### src/rtl/suprloco_pkg.sv
// Shared definitions for the Suprloco main-bus responder: region bounds, open-bus value
// and the ROM fetch state encoding used by the top level and the fetch engine.
package suprloco_pkg;

    localparam logic [15:0] ROM_TOP_DEF = 16'hBFFF;
    localparam logic [3:0]  RAM_PAGE    = 4'hE;
    localparam logic [7:0]  OPEN_BUS    = 8'hFF;

    typedef enum logic [1:0] {
        ST_IDLE = 2'd0,
        ST_REQ  = 2'd1,
        ST_HOLD = 2'd2
    } fetch_state_e;

endpackage

### src/rtl/suprloco_rom_fetch.sv
// ROM fetch engine: one external request per CPU ROM read, latched result held until the CPU
// ends its cycle. Latency = ack time + 1 clock; aborts with open-bus data after TIMEOUT_CYC clocks.
module suprloco_rom_fetch
    import suprloco_pkg::*;
#(
    parameter int TIMEOUT_CYC = 255
) (
    input  logic        clk_i,
    input  logic        rst_i,
    input  logic        start_i,
    input  logic        release_i,
    input  logic [15:0] addr_i,
    input  logic        ack_i,
    input  logic [7:0]  ack_data_i,
    output logic        rom_rd_o,
    output logic [15:0] rom_addr_o,
    output logic [7:0]  data_o,
    output logic        timeout_o,
    output logic        stall_o
);

    localparam int CW = (TIMEOUT_CYC > 1) ? $clog2(TIMEOUT_CYC) : 1;
    localparam logic [CW-1:0] CNT_LAST = CW'(TIMEOUT_CYC - 1);

    fetch_state_e   state_q, state_d;
    logic           rom_rd_q, rom_rd_d;
    logic [15:0]    rom_addr_q, rom_addr_d;
    logic [7:0]     data_q, data_d;
    logic [CW-1:0]  cnt_q, cnt_d;
    logic           timeout_q, timeout_d;

    always_ff @(posedge clk_i or posedge rst_i) begin
        if (rst_i) begin
            state_q    <= ST_IDLE;
            rom_rd_q   <= 1'b0;
            rom_addr_q <= '0;
            data_q     <= OPEN_BUS;
            cnt_q      <= '0;
            timeout_q  <= 1'b0;
        end else begin
            state_q    <= state_d;
            rom_rd_q   <= rom_rd_d;
            rom_addr_q <= rom_addr_d;
            data_q     <= data_d;
            cnt_q      <= cnt_d;
            timeout_q  <= timeout_d;
        end
    end

    always_comb begin
        state_d    = state_q;
        rom_rd_d   = rom_rd_q;
        rom_addr_d = rom_addr_q;
        data_d     = data_q;
        cnt_d      = cnt_q;
        timeout_d  = timeout_q;
        case (state_q)
            ST_IDLE: begin
                if (start_i) begin
                    state_d    = ST_REQ;
                    rom_rd_d   = 1'b1;
                    rom_addr_d = addr_i;
                    cnt_d      = '0;
                end
            end
            ST_REQ: begin
                // An ack in the last counted clock still wins over the abort.
                if (ack_i) begin
                    data_d   = ack_data_i;
                    rom_rd_d = 1'b0;
                    state_d  = ST_HOLD;
                end else if (cnt_q == CNT_LAST) begin
                    data_d    = OPEN_BUS;
                    timeout_d = 1'b1;
                    rom_rd_d  = 1'b0;
                    state_d   = ST_HOLD;
                end else begin
                    cnt_d = cnt_q + CW'(1);
                end
            end
            ST_HOLD: begin
                if (release_i) begin
                    state_d = ST_IDLE;
                end
            end
            default: begin
                state_d  = ST_IDLE;
                rom_rd_d = 1'b0;
            end
        endcase
    end

    assign rom_rd_o   = rom_rd_q;
    assign rom_addr_o = rom_addr_q;
    assign data_o     = data_q;
    assign timeout_o  = timeout_q;
    assign stall_o    = (state_q != ST_HOLD);

endmodule

### src/rtl/suprloco_mainbus_responder.sv
// CPU main-bus responder: address decode, ROM fetch with wait insertion, work RAM and I/O read mux.
// RAM and I/O answer without wait; ROM reads hold o_WAIT_n low until the fetch engine has data.
module suprloco_mainbus_responder
    import suprloco_pkg::*;
#(
    parameter int          TIMEOUT_CYC = 255,
    parameter logic [15:0] ROM_TOP     = ROM_TOP_DEF
) (
    input  logic        i_CLK,
    input  logic        i_RST,
    input  logic        i_PCEN,
    input  logic [15:0] i_ADDR,
    input  logic        i_MREQ_n,
    input  logic        i_IORQ_n,
    input  logic        i_RD_n,
    input  logic        i_WR_n,
    input  logic        i_M1_n,
    input  logic        i_RFSH_n,
    input  logic [7:0]  i_CPU_DO,
    output logic [7:0]  o_CPU_DI,
    output logic        o_WAIT_n,
    output logic        o_ROM_RD,
    output logic [15:0] o_ROM_ADDR,
    input  logic        i_ROM_ACK,
    input  logic [7:0]  i_ROM_DATA,
    output logic [11:0] o_RAM_ADDR,
    output logic [7:0]  o_RAM_DI,
    output logic        o_RAM_WE,
    input  logic [7:0]  i_RAM_DO,
    input  logic [7:0]  i_IO_DI,
    output logic        o_TIMEOUT
);

    logic       is_rom;
    logic       is_ram;
    logic       mem_rd;
    logic       mem_wr;
    logic       rom_strb;
    logic       fetch_stall;
    logic [7:0] fetch_data;
    logic       wr_done_q, wr_done_d;

    assign is_rom   = (i_ADDR <= ROM_TOP);
    assign is_ram   = !is_rom && (i_ADDR[15:12] == RAM_PAGE);
    // Refresh cycles are excluded here so they can never reach ROM or RAM.
    assign mem_rd   = !i_MREQ_n && !i_RD_n && i_RFSH_n;
    assign mem_wr   = !i_MREQ_n && !i_WR_n && i_RFSH_n;
    assign rom_strb = mem_rd && is_rom;

    suprloco_rom_fetch #(
        .TIMEOUT_CYC (TIMEOUT_CYC)
    ) u_rom_fetch (
        .clk_i      (i_CLK),
        .rst_i      (i_RST),
        .start_i    (i_PCEN && rom_strb),
        .release_i  (i_PCEN && i_MREQ_n),
        .addr_i     (i_ADDR),
        .ack_i      (i_ROM_ACK),
        .ack_data_i (i_ROM_DATA),
        .rom_rd_o   (o_ROM_RD),
        .rom_addr_o (o_ROM_ADDR),
        .data_o     (fetch_data),
        .timeout_o  (o_TIMEOUT),
        .stall_o    (fetch_stall)
    );

    // Combinational so the CPU's very first wait sample of a ROM cycle is already low.
    assign o_WAIT_n = !(rom_strb && fetch_stall && !i_RST);

    always_ff @(posedge i_CLK or posedge i_RST) begin
        if (i_RST) begin
            wr_done_q <= 1'b0;
        end else begin
            wr_done_q <= wr_done_d;
        end
    end

    always_comb begin
        wr_done_d = wr_done_q;
        if (i_PCEN && i_MREQ_n) begin
            wr_done_d = 1'b0;
        end else if (i_PCEN && mem_wr) begin
            wr_done_d = 1'b1;
        end
    end

    assign o_RAM_ADDR = i_ADDR[11:0];
    assign o_RAM_DI   = i_CPU_DO;
    assign o_RAM_WE   = i_PCEN && mem_wr && is_ram && !wr_done_q && !i_RST;

    always_comb begin
        o_CPU_DI = OPEN_BUS;
        if (!i_IORQ_n) begin
            o_CPU_DI = i_M1_n ? i_IO_DI : OPEN_BUS;
        end else if (is_rom) begin
            o_CPU_DI = fetch_data;
        end else if (is_ram) begin
            o_CPU_DI = i_RAM_DO;
        end
    end

endmodule

### config.mk
export PLATFORM = sky130hd
export DESIGN_NAME = suprloco_mainbus_responder
export DESIGN_NICKNAME = d
export VERILOG_FILES = /design/src/rtl/suprloco_pkg.sv /design/src/rtl/suprloco_rom_fetch.sv /design/src/rtl/suprloco_mainbus_responder.sv
export SDC_FILE = /design/constraint.sdc
export NUM_CORES = 1
export LEC_CHECK = 0
export ABC_CLOCK_PERIOD_IN_PS = 2400
export CAP_MARGIN = 20
export CORE_UTILIZATION = 65
export CTS_CLUSTER_SIZE = 20
export DETAILED_ROUTE_END_ITERATION = 8
export DONT_BUFFER_PORTS = 1
export PLACE_DENSITY_LB_ADDON = 0.3
export SLEW_MARGIN = 20
export SYNTH_ARGS = -nofsm -noshare
export SYNTH_HDL_FRONTEND = slang
export SYNTH_HIERARCHICAL = 1
export SYNTH_SLANG_ARGS = --single-unit
### constraint.sdc
create_clock -name i_CLK -period 2.4 [get_ports i_CLK]
set_input_delay 0.48 -clock i_CLK [delete_from_list [all_inputs] [get_ports i_CLK]]
set_output_delay 0.48 -clock i_CLK [all_outputs]
set_load 0.02 [all_outputs]
==> results.ini <==
[worst_setup_path]
critPathLaunchType = register
r2r_slack_ps = 680
cp_cell_sequence = nand2b_1 > o221a_1
endpoint_kind = output port
crit_arrival_ps = 1250
worstRegToRegCells = 6
timing.rr.start = u_rom_fetch/cnt_q[0]
cp_num_buf_inv = 0
crit_type = reg2out
critical_path.max_fanout = 2
path_delay_family = flip-flops
r2r-end = u_rom_fetch/cnt_q[5]
cp_data_required_time_ps = 1920
cp_slowest_stage_delay_ps = 540
cp_slowest_cell = dfstp_2

[sta]
fin_worst_skew_ps = 11.5
worst_pin_slew_ps = 604
setup_tns_ps = 0
drv_slew = 0
slew_headroom = 0.597
rsz0062_at_grt = false
hold_violations = 0
final-setup-viol-count = 0
period_share = 0.722
period_needed_ps = 1730
fmaxAchievable_ghz = 0.577

[power]
p_per_area_nw_per_um2 = 900
peakVddDrop_mv = 0.584
p_leak_nw = 0.911
power_mw = 1.77

[yosys]
synth_cells = 208
ys_warn_count = 6
synth_cell_types = 43
syn_area_um2 = 1990
avgSynthCellArea_um2 = 9.56
synth.largest_area_cell = dfrtp_1
synthTopCellsByArea = dfrtp_1, dfstp_2, nand2_1
ys_seq_area_frac = 0.470
synth.top_cell.area_share = 0.365
syn_nets = 268
synth_seq_cells = 37

[clock_tree]
cts-resized-gates = 0
holdBufCountCts = 1
cts_made_buffers = 5
insertion_delay_ps = 330
clock_path_buffers = 2
cts_num_sinks = 37
cts_root_buffer = clkbuf_4
cts_setup_buffers = 0
cts_htree_levels = 2
clkSlewWorstSetupHoldPaths_ps = 110
cts_tree = built

[floorplan]
dieArea_um2 = 3290
die_y_um = 57.3
die_w_um = 57.3
core_um2 = 2830
io_pins = 106
start_util = 0.703
num_rows = 19

[cells_and_area]
drive_above_1_share = 0.149
area_growth_pct = -1.32
fin_nets = 253
final_cell_mix = nand2_1, dfrtp_1, nand3_1, nand2b_1
final_common_cell = nand2_1
finalInstanceArea_um2 = 1960
layoutNonFillerInstCount = 225
antenna_cells = 0
fillCellCount = 198

[global_routing]
grt_pass1_vias = 1427
grt.overflow.total = 0
grt_usage = 0.256
antenna_found_initial = 0
grt_pass1_wl_mm = 6.17
grt_max_degree = 37

[placement]
place.port_buffers = 0
place_inst = 216
place_area_um2 = 1880
gp_congestion = 0.849
dp.final_hpwl_mm = 2.94

[routing]
first_iter_violations = 101
vias = 1458
ant_nets = 0
wire_per_inst_um = 17.3
drc_errors = 10
route.detailed.vias_per_inst = 6.48
dr.pass1.iters = 7
totalWireLength_mm = 3.90

[run]
max_cap_viol_count = 0

[status]
failed_checks = DRC
status = finished with violations

[hold_path]
hold_class = in2async

## worst max-delay path by stage
stage,startpoint,end,slack (ps),depth (start not counted)
after floorplan,i_ADDR[14],o_RAM_WE,520,3
after global placement,i_ADDR[14],u_rom_fetch/rom_addr_o[12],580,6
after detailed placement,i_ADDR[14],u_rom_fetch/rom_addr_o[6],490,6
after CTS,u_rom_fetch/data_o[4],o_CPU_DI[4],640,2
after global routing,u_rom_fetch/data_o[6],o_CPU_DI[6],570,2
final,u_rom_fetch/data_o[4],o_CPU_DI[4],670,2
## worst reg2reg max path: stages, from the launching register on
cell and delay (ps):
dfrtp_1 460, inv_1 90, ha_1 140, nand3_1 120
o21a_2 260, mux2_4 290, mux2_2 260
## state kept, by name, summed over array words and instances, names as in the netlist
name                    flops
u_rom_fetch/rom_addr_o     16
u_rom_fetch/data_o          8
u_rom_fetch/cnt_q           8
wr_done_q                   1
u_rom_fetch/rom_rd_o        1
u_rom_fetch/state_q         2
u_rom_fetch/timeout_o       1
## synth_stat cells, drive strengths merged
cell / number
nand2: 53
dfrtp: 29
buf: 24
nand3: 11
nand2b: 9
dfstp: 8
inv: 8
o221a: 8
o22a: 8
nor2: 5
a21oi: 4
clkbuf: 3
o21ai: 3
and2: 2
and3: 2
ha: 2
mux2: 2
nand3b: 2
nand4: 2
nor3b: 2
o211ai: 2
o21a: 2
o21bai: 2
or3: 2
a21boi: 1
a21o: 1
a31oi: 1
and3b: 1
and4: 1
mux2i: 1
nand4b: 1
nor2b: 1
nor3: 1
nor4: 1
o32ai: 1
o41ai: 1
xor2: 1
## final cells by class
class | instances | area, um2 | share of cell area
sequential | 37 | 936 | 0.477
multi-input combinational | 136 | 842 | 0.429
clock buffer | 6 | 41.3 | 0.0210
timing repair buffer | 5 | 40.0 | 0.0204
tap | 31 | 38.8 | 0.0198
clock inverter | 2 | 35.0 | 0.0178
inverter | 8 | 30.0 | 0.0153
## metal layers
metal,GRT usage,share of wire
met5,0,0
met4,0.111,0.0077
met3,0.102,0.097
met2,0.457,0.54
met1,0.265,0.35
## cells by family (layout without fill, tap and decap cells)
kind of cell,Yosys count,in the layout,synth area share
mux,3,3,0.0182
fa+ha+maj,2,2,0.0126
simple gates,96,96,0.245
flops,37,37,0.470
compound gates,34,34,0.143
buf+inv,35,21,0.106
xor+xnor,1,1,0.00440
## power breakdown
part           total (mW)  leakage (nW)  internal [mW]  switching, mW
Combinational       0.318         0.407          0.147          0.171
Sequential           1.04         0.462          0.827          0.210
Clock               0.411        0.0422          0.218          0.193
Total                1.77         0.911           1.19          0.574
## through the flow
stage               hold WS [ps]   util  setup WS [ps]
finish                       126  0.694            668
global route                 129  0.694            568
CTS                          117  0.694            641
detailed placement           212  0.663            493
global placement             210  0.663            583
floorplan                    209      -            524
No activity file was read; power rests on OpenSTA's default activity.
